## src/rtl/nes_pkg.sv

```systemverilog
// Shared definitions for the cartridge loader/dumper: FSM states, mapper_flags
// field positions, SDRAM section bases and the iNES file magic.
package nes_pkg;

    typedef enum logic [2:0] {
        ST_IDLE,
        ST_HEADER,
        ST_READ,
        ST_WAIT,
        ST_SEND,
        ST_DONE,
        ST_ERROR
    } state_e;

    typedef enum logic {
        SECT_PRG = 1'b0,
        SECT_CHR = 1'b1
    } sect_e;

    // mapper_flags layout, identical to what the loader writes
    localparam int MAPPER_LSB       = 0;
    localparam int FLAG_MIRRORING   = 14;
    localparam int FLAG_CHR_RAM     = 15;
    localparam int FLAG_FOUR_SCREEN = 16;
    localparam int SUBMAPPER_LSB    = 17;
    localparam int FLAG_SAVES       = 25;
    localparam int PRGRAM_LSB       = 26;
    localparam int FLAG_PIANO       = 30;
    localparam int NVRAM_LSB        = 31;

    localparam logic [21:0] PRG_BASE = 22'h000000;
    localparam logic [21:0] CHR_BASE = 22'h200000;

    localparam logic [31:0] INES_MAGIC    = 32'h4E45531A;
    localparam logic [7:0]  EXP_DEV_PIANO = 8'h19;

endpackage

```

## src/rtl/ines_header_gen.sv

```systemverilog
// Combinational iNES 2.0 header byte selector: returns header byte [idx]
// rebuilt from the mapper flags and page counts.
module ines_header_gen
    import nes_pkg::*;
(
    input  logic [63:0] flags,
    input  logic [7:0]  prg_pages,
    input  logic [7:0]  chr_pages,
    input  logic [3:0]  idx,
    output logic [7:0]  hdr_byte
);

    logic [7:0] mapper;
    logic       unused_flags;

    assign mapper = flags[MAPPER_LSB +: 8];
    assign unused_flags = ^{flags[63:NVRAM_LSB+4], flags[FLAG_CHR_RAM],
                            flags[FLAG_MIRRORING-1:MAPPER_LSB+8]};

    always_comb begin
        hdr_byte = 8'h00;
        case (idx)
            4'd0:  hdr_byte = INES_MAGIC[31:24];
            4'd1:  hdr_byte = INES_MAGIC[23:16];
            4'd2:  hdr_byte = INES_MAGIC[15:8];
            4'd3:  hdr_byte = INES_MAGIC[7:0];
            4'd4:  hdr_byte = prg_pages;
            4'd5:  hdr_byte = chr_pages;
            4'd6:  hdr_byte = {mapper[3:0], flags[FLAG_FOUR_SCREEN], 1'b0,
                               flags[FLAG_SAVES], flags[FLAG_MIRRORING]};
            // 2'b10 in bits 3:2 marks the file as NES 2.0
            4'd7:  hdr_byte = {mapper[7:4], 2'b10, 2'b00};
            4'd8:  hdr_byte = flags[SUBMAPPER_LSB +: 8];
            4'd10: hdr_byte = {flags[NVRAM_LSB +: 4], flags[PRGRAM_LSB +: 4]};
            4'd15: hdr_byte = flags[FLAG_PIANO] ? EXP_DEV_PIANO : 8'h00;
            default: hdr_byte = 8'h00;
        endcase
    end

endmodule

```

## src/rtl/rom_dumper.sv

```systemverilog
// Streams the loaded cartridge back out as an iNES 2.0 file: 16 header bytes,
// then PRG and (if present) CHR read one byte at a time from SDRAM.
module rom_dumper
    import nes_pkg::*;
#(
    parameter int TIMEOUT = 255
) (
    input  logic        clk,
    input  logic        resetn,
    input  logic        start,
    input  logic [63:0] mapper_flags,
    input  logic [7:0]  prg_pages,
    input  logic [7:0]  chr_pages,
    output logic [21:0] mem_addr,
    output logic        mem_rd,
    input  logic [7:0]  mem_data,
    input  logic        mem_valid,
    output logic [7:0]  out_data,
    output logic        out_strobe,
    input  logic        out_ready,
    output logic        busy,
    output logic        done,
    output logic        error
);

    localparam int TW = $clog2(TIMEOUT + 1);

    state_e        state_q, state_d;
    sect_e         sect_q, sect_d;
    logic [3:0]    ctr_q, ctr_d;
    logic [63:0]   flags_q, flags_d;
    logic [7:0]    prg_q, prg_d;
    logic [7:0]    chr_q, chr_d;
    logic [21:0]   addr_q, addr_d;
    logic [21:0]   left_q, left_d;
    logic [TW-1:0] tmo_q, tmo_d;
    logic [7:0]    out_data_q, out_data_d;
    logic          out_strobe_q, out_strobe_d;
    logic          busy_q, busy_d;
    logic          done_q, done_d;
    logic          error_q, error_d;

    logic [63:0]   hdr_flags;
    logic [7:0]    hdr_prg, hdr_chr, hdr_byte;
    logic [3:0]    hdr_idx;

    // Header bytes are registered one ahead: in IDLE byte 0 comes straight from
    // the inputs being latched, afterwards byte ctr+1 from the latched copy.
    assign hdr_flags = (state_q == ST_IDLE) ? mapper_flags : flags_q;
    assign hdr_prg   = (state_q == ST_IDLE) ? prg_pages    : prg_q;
    assign hdr_chr   = (state_q == ST_IDLE) ? chr_pages    : chr_q;
    assign hdr_idx   = (state_q == ST_IDLE) ? 4'd0         : ctr_q + 4'd1;

    ines_header_gen u_hdr (
        .flags     (hdr_flags),
        .prg_pages (hdr_prg),
        .chr_pages (hdr_chr),
        .idx       (hdr_idx),
        .hdr_byte  (hdr_byte)
    );

    always_comb begin
        state_d      = state_q;
        sect_d       = sect_q;
        ctr_d        = ctr_q;
        flags_d      = flags_q;
        prg_d        = prg_q;
        chr_d        = chr_q;
        addr_d       = addr_q;
        left_d       = left_q;
        tmo_d        = tmo_q;
        out_data_d   = out_data_q;
        out_strobe_d = out_strobe_q;
        busy_d       = busy_q;
        done_d       = done_q;
        error_d      = error_q;

        case (state_q)
            ST_IDLE: begin
                if (start) begin
                    if (prg_pages == 8'd0) begin
                        state_d = ST_ERROR;
                    end else begin
                        flags_d      = mapper_flags;
                        prg_d        = prg_pages;
                        chr_d        = chr_pages;
                        busy_d       = 1'b1;
                        done_d       = 1'b0;
                        error_d      = 1'b0;
                        ctr_d        = 4'd0;
                        out_data_d   = hdr_byte;
                        out_strobe_d = 1'b1;
                        state_d      = ST_HEADER;
                    end
                end
            end
            ST_HEADER: begin
                if (out_ready) begin
                    if (ctr_q == 4'd15) begin
                        out_strobe_d = 1'b0;
                        sect_d       = SECT_PRG;
                        addr_d       = PRG_BASE;
                        left_d       = {prg_q, 14'd0};
                        state_d      = ST_READ;
                    end else begin
                        ctr_d      = ctr_q + 4'd1;
                        out_data_d = hdr_byte;
                    end
                end
            end
            ST_READ: begin
                tmo_d   = '0;
                state_d = ST_WAIT;
            end
            ST_WAIT: begin
                if (mem_valid) begin
                    out_data_d   = mem_data;
                    out_strobe_d = 1'b1;
                    state_d      = ST_SEND;
                end else if (tmo_q == TW'(TIMEOUT - 1)) begin
                    state_d = ST_ERROR;
                end else begin
                    tmo_d = tmo_q + 1'b1;
                end
            end
            ST_SEND: begin
                if (out_ready) begin
                    out_strobe_d = 1'b0;
                    addr_d       = addr_q + 22'd1;
                    left_d       = left_q - 22'd1;
                    if (left_q != 22'd1) begin
                        state_d = ST_READ;
                    end else if (sect_q == SECT_PRG && chr_q != 8'd0) begin
                        sect_d  = SECT_CHR;
                        addr_d  = CHR_BASE;
                        left_d  = {1'b0, chr_q, 13'd0};
                        state_d = ST_READ;
                    end else begin
                        state_d = ST_DONE;
                    end
                end
            end
            ST_DONE: begin
                done_d  = 1'b1;
                busy_d  = 1'b0;
                state_d = ST_IDLE;
            end
            ST_ERROR: begin
                error_d      = 1'b1;
                done_d       = 1'b1;
                busy_d       = 1'b0;
                out_strobe_d = 1'b0;
                state_d      = ST_IDLE;
            end
            default: state_d = ST_IDLE;
        endcase
    end

    always_ff @(posedge clk or negedge resetn) begin
        if (!resetn) begin
            state_q      <= ST_IDLE;
            sect_q       <= SECT_PRG;
            ctr_q        <= 4'd0;
            flags_q      <= 64'd0;
            prg_q        <= 8'd0;
            chr_q        <= 8'd0;
            addr_q       <= 22'd0;
            left_q       <= 22'd0;
            tmo_q        <= '0;
            out_data_q   <= 8'd0;
            out_strobe_q <= 1'b0;
            busy_q       <= 1'b0;
            done_q       <= 1'b0;
            error_q      <= 1'b0;
        end else begin
            state_q      <= state_d;
            sect_q       <= sect_d;
            ctr_q        <= ctr_d;
            flags_q      <= flags_d;
            prg_q        <= prg_d;
            chr_q        <= chr_d;
            addr_q       <= addr_d;
            left_q       <= left_d;
            tmo_q        <= tmo_d;
            out_data_q   <= out_data_d;
            out_strobe_q <= out_strobe_d;
            busy_q       <= busy_d;
            done_q       <= done_d;
            error_q      <= error_d;
        end
    end

    assign mem_addr   = addr_q;
    assign mem_rd     = (state_q == ST_READ);
    assign out_data   = out_data_q;
    assign out_strobe = out_strobe_q;
    assign busy       = busy_q;
    assign done       = done_q;
    assign error      = error_q;

endmodule

```

## config.mk

```make
export PLATFORM = sky130hd
export DESIGN_NAME = rom_dumper
export DESIGN_NICKNAME = d
export VERILOG_FILES = /design/src/rtl/nes_pkg.sv /design/src/rtl/ines_header_gen.sv /design/src/rtl/rom_dumper.sv
export SDC_FILE = /design/constraint.sdc
export NUM_CORES = 1
export LEC_CHECK = 0
export CAP_MARGIN = 20
export CORE_MARGIN = 2
export CORE_UTILIZATION = 30
export CTS_BUF_LIST = sky130_fd_sc_hd__clkbuf_4 sky130_fd_sc_hd__clkbuf_8 sky130_fd_sc_hd__clkbuf_16
export DETAILED_ROUTE_END_ITERATION = 7
export DONT_BUFFER_PORTS = 1
export GPL_ROUTABILITY_DRIVEN = 0
export HOLD_SLACK_MARGIN = 0.02
export SETUP_SLACK_MARGIN = 0.1
export SLEW_MARGIN = 20
export SYNTH_ARGS = -nofsm -noshare
export SYNTH_HDL_FRONTEND = slang
export SYNTH_SLANG_ARGS = --single-unit
export TNS_END_PERCENT = 100
```

## constraint.sdc

```tcl
create_clock -name clk -period 3.6 [get_ports clk]
set_input_delay 0.36 -clock clk [delete_from_list [all_inputs] [get_ports clk]]
set_output_delay 0.36 -clock clk [all_outputs]
set_load 0.03 [all_outputs]
```

==> out/metrics.yaml, run 1 <==
floorplanning:
  fp.coreArea_um2: 21760
  die_w_um: 152.7
  pin_count: 128
  die_h_um: 152.7
  start_util: 0.3049
  fp-row-count: 54
  die_area_um2: 23310
synth:
  synth_top_cell_by_area: "dfrtp_1"
  ys_warn_count: 0
  async_flop_share: 1.000
  synthCells: 781
  ys_types: 70
  synth_ff_type: "dfrtp_1"
  ys_ff_latch: 116
  syn_area_um2: 6633
  synth_edf_count: 0
  synth.avg_cell_area_um2: 8.492
  synth.net_count: 880
  synth_top_area_share: 0.4377
  seq_area_frac_synth: 0.4377
  synth_area_leaders: "dfrtp_1 (44%), nand2_1 (9.7%), nor2_1 (3.5%)"
clock_tree:
  post_cts_resized: 0
  cts_setup_buffers: 0
  root_buffer: "clkbuf_16"
  hold_buffers: 2
  numCtsBuffers: 17
  clkSinkCount: 116
  cts_buffer_depth: 2
  clk_pin_slew_worst_paths_ps: 60
  clock_latency_ps: 420
  cts_htree_levels: 4
  cts_tree: "built"
routing:
  drc: 0
  route.detailed.wl_per_inst_um: 18.50
  wl_mm: 19.72
  postRouteAntennaNets: 0
  firstDrtPassIters: 5
  vias_per_cell: 5.460
  dr_total_vias: 5820
  initialDrtViolationCount: 709
critical_path:
  critPathArrivalTime_ps: 3140
  worstSetupEndpointType: "register"
  cp_slowest_cell: "a2111oi_0"
  path_cells: "ha_1, xnor2_1, a211oi_1, o22ai_1, a2111oi_0, o21ai_0"
  slowest_delay_ps: 580
  startpoint_type: "register"
  cp_data_required_time_ps: 3880
  critPathKind: "register to register"
  cp_max_fo: 10
final_layout:
  regArea_um2: 2903
  multi_input_area_um2: 3483
  drive_above_1_share: 0.08917
  fillers: 2274
  fin_area_um2: 7620
  area_growth_pct: 14.88
  layout.nets: 872
timing:
  max_slew.worst_pin.slew_ps: 854.9
  fmax_ghz: 0.3487
  drv_slew: 0
  fin_crit_sh: 0.7966
  whs_ps: 45.33
  setup-tns-final_ps: 0
  rsz0062_at_grt: "no"
  skew_ps: 10.48
  period_minus_slack_ps: 2868
  slew_headroom: 0.4259
  hold_violations: 0
  setup_violations: 0
run_status:
  status: "finished clean"
global_route:
  grt_max_degree: 117
  grt_first_pass_wirelength_mm: 31.91
  antenna_found_initial: 1
  met2_usage: 0.2565
  use_met1: 0.2339
  busiest_layer: "met2"
  use_met3: 0.05148
  grt_pass1_vias: 5704
  grt_usage: 0.1711
  grt_remaining_overflow: 0
power:
  power_mw: 6.709
  p_sw_frac: 0.4207
  power_frac_comb: 0.357
  power_density_nw_per_um2: 880.4
  p_switching_mw: 2.823
  clockPowerShare: 0.268
  leakagePower_nw: 3.326
  ir_drop_mv: 0.4017
  internal-power_mw: 3.886
  seqPwrFrac: 0.374
hold_path:
  hp-class: "primary input to register"
job:
  drv_cap: 0
placed_design:
  numPortBuffers: 0
  dpl_cell_area_um2: 6950
  dp_hpwl_mm: 13.82
-- per-stage QoR --
step,instances,utilization,setup WS (ps)
floorplan,781,-,1222
global placement,1032,0.3195,826.1
detailed placement,1032,0.3195,831.3
CTS,1065,0.3501,806.1
global route,1066,0.3502,541.3
finish,1066,0.3502,732.4
-- final timing paths --
kind	startpoint	endpoint	slack, ps	cells after the start
max	ctr_q[1]	out_data[2]	730	6
min	chr_pages[4]	chr_q[4]	50	2
max reg2reg	ctr_q[1]	out_data[2]	730	6
min reg2reg	flags_q[1]	flags_q[1]	470	2
max in group asynchronous	resetn	flags_q[14]	2570	2
min in group asynchronous	resetn	mem_addr[8]	540	2
-- placed cells by master (no fill, tap or decap), types with 17 or more instances in the layout --
master	count
nand4_1	27
o21ai_0	27
nand2_1	172
nor3_1	18
nor2_1	61
a21oi_1	31
nand3_1	30
xor2_1	24
inv_1	18
nor4_1	17
dfrtp_1	116
clkbuf_16	17
buf_4	19
-- layer usage --
layer | vias to the layer above | share of wire
met1 | 2834 | 0.46
met2 | 174 | 0.45
met5 | - | 0
met4 | 0 | 0.023
li1 | 2781 | -
met3 | 31 | 0.066
-- state kept, by name, indices dropped and copies added (netlist names), 3 cells and up --
name	count
flags_q	28
chr_q	8
prg_q	8
mem_addr	22
tmo_q	8
state_q	3
out_data	8
ctr_q	4
left_q	22
-- area by class of cell --
type / count / area share
diodes: 1 / 0.0003284
clock buffers: 23 / 0.06667
clock inverters: 8 / 0.01593
inverters: 19 / 0.009360
multi-input cells: 598 / 0.4571
flip-flops and latches: 116 / 0.3810
well taps: 280 / 0.04598
repair buffers: 21 / 0.02365
-- synth_stat cells, drive strengths merged, types with 7 or more instances --
master and number:
nor2 63, xnor2 16, o31ai 7, nand3 30, dfrtp 116, xor2 24, and3 15, a21oi 31
clkbuf 39, inv 18, o21ai 27, a22o 8, mux2 7, a211oi 17, buf 9, nand2 173
or4 9, nor3 18, a31oi 7, nand4 27, nor4 17, nor2b 7
-- kinds of logic after synthesis --
kind of cell    synth area share
simple gates              0.2835
mux                      0.01830
flops                     0.4377
buf+inv                  0.03905
compound gates            0.1573
xor+xnor                 0.05282
fa+ha+maj                0.01132
-- critical path, delay by kind of cell (launching register included) --
kind,cells,cell delay (ps)
compound gates,4,1390
flops,1,510
fa+ha+maj,1,470
xor+xnor,1,340
-- power by group through the flow --
stage          clock (mW)  combinational [mW]  sequential [mW]
6_report             1.80                2.40             2.51
5_1_grt              1.89                2.69             2.58
4_1_cts              1.83                2.38             2.51
3_5_place_dp            0                2.34             2.52
3_3_place_gp            0                2.31             2.51
2_1_floorplan           0                1.81             2.30
No activity file was read; power rests on OpenSTA's default activity.
==> run 2: changes to the inputs <==
- clock period: 3.6 -> 2.99 ns (I/O delays scaled with it)
==> run 2 against run 1 <==
Against the previous run:
- the run now ends with hold timing left
- clock power increased by 18%
- non-clock buffer count increased by 49
- clock skew is essentially flat
- worst hold slack lost 480 ps
- first-iteration DRC count down 1.3%
- critical path type unchanged
- critical endpoint is now left_q[13]
- largest cell class unchanged
==> out/metrics.yaml, run 2 (synthesis results as in run 1) <==
routing:
  vias_per_cell: 5.403
  firstDrtPassIters: 5
  route.detailed.wl_per_inst_um: 18.17
  dr_total_vias: 6024
  postRouteAntennaNets: 0
  wl_mm: 20.26
  drc: 0
  initialDrtViolationCount: 700
global_route:
  grt_pass1_vias: 5843
  grt_max_degree: 117
  grt_first_pass_wirelength_mm: 32.83
  grt_remaining_overflow: 0
  antenna_found_initial: 0
  grt_usage: 0.1766
timing:
  hold_violations: 116
  fmax_ghz: 0.3733
  skew_ps: 10.03
  whs_ps: -438.5
  setup-tns-final_ps: 0
  period_minus_slack_ps: 2679
  rsz0062_at_grt: "no"
  setup_violations: 0
  layout_setup_ws_ps: 311.2
  max_slew.worst_pin.slew_ps: 1035
  drv_slew: 0
  slew_headroom: 0.3070
  fin_crit_sh: 0.8959
floorplanning:
  fp-row-count: 54
  start_util: 0.3049
  die_area_um2: 23310
  die_w_um: 152.7
  pin_count: 128
  die_h_um: 152.7
  fp.coreArea_um2: 21760
final_layout:
  max_flop_register: "flags_q"
  antenna_cells: 0
  fillers: 2244
  final_cell_mix: "nand2_1 (172), dfrtp_1 (116), nor2_1 (61), dlygate4sd3_1 (42), a21oi_1 (31)"
  drive_above_1_share: 0.09461
  area_growth_pct: 21.41
  largest_reg_flops: 28
  instances_no_fill: 1115
  mostFrequentLayoutCell: "nand2_1"
  layout.nets: 921
  post-route-util: 0.3701
power:
  leakagePower_nw: 3.498
  ir_drop_mv: 0.4790
  power_density_nw_per_um2: 1004
  power_mw: 8.087
clock_tree:
  root_buffer: "clkbuf_16"
  cts_htree_levels: 4
  cts_setup_buffers: 0
  cts_tree: "built"
  clock_latency_ps: 430
  clkSinkCount: 116
  post_cts_resized: 0
  clk_pin_slew_worst_paths_ps: 60
  numCtsBuffers: 17
  cts_buffer_depth: 2
critical_path:
  reg2reg_to: "left_q[13]"
  r2r_start: "left_q[2]"
  critPathArrivalTime_ps: 2970
  rrSetupSlack_ps: 310
  critPathKind: "register to register"
  cp_max_fo: 27
  reg2reg_depth: 6
  cp_data_required_time_ps: 3280
  startpoint_type: "register"
  critPathLaunch: "left_q[2]"
  worstSetupEndpointType: "register"
run_status:
  status: "finished, violations left"
  violations: "hold timing"
hold_path:
  hp-class: "primary input to async pin"
placed_design:
  numPortBuffers: 0
  place_inst: 1041
  place_ws_ps: 323.5
  dp_hpwl_mm: 13.96
job:
  drv_cap: 0
[run 2: timing repair]
action | in CTS | in global routing
endpoints found under the hold margin | 156 | 118
endpoints found under the setup margin | 0 | 0
hold buffers | 40 | 2
[run 2: how the worst max path moves through the flow]
stage	to	slack (ps)
floorplan	mem_addr[12]	610
global placement	left_q[13]	360
detailed placement	left_q[13]	320
CTS	left_q[13]	260
global route	left_q[13]	130
finish	left_q[13]	310
[run 2: through the flow]
step	area, µm²	hold slack, ps
CTS	8033	-451.7
detailed placement	7018	5.046
global placement	7018	5.266
floorplan	6633	3.409
global route	8053	-456.7
finish	8053	-438.5
[run 2: cell type report]
cell class | instances | area [µm²] | share of cell area
timing repair buffer | 70 | 630.6 | 0.07831
sequential | 116 | 2903 | 0.3605
tap | 280 | 350.3 | 0.04351
clock buffer | 21 | 461.7 | 0.05733
inverter | 19 | 71.32 | 0.008856
multi-input combinational | 598 | 3483 | 0.4326
clock inverter | 11 | 152.6 | 0.01896
[run 2: per-layer routing]
layer,global-route usage,part of all wire,vias to the layer above
li1,-,-,2873
met1,0.2456,0.46,2903
met2,0.2633,0.44,209
met3,0.04096,0.066,39
met4,0.07540,0.029,0
met5,0,0,-
[run 2: worst max-delay path: stages, from the launching register on]
cell and delay (ps):
dfrtp_1 410, or4_1 700, nor4b_2 390, a31oi_1 420, nor2_4 180, buf_4 310, o32ai_1 120
[run 2: where the power goes]
group	leakage (nW)	internal [mW]	switching, mW
Clock	0.282	1.36	0.756
Sequential	1.49	2.15	0.856
Combinational	1.73	1.17	1.79
Total	3.50	4.68	3.40
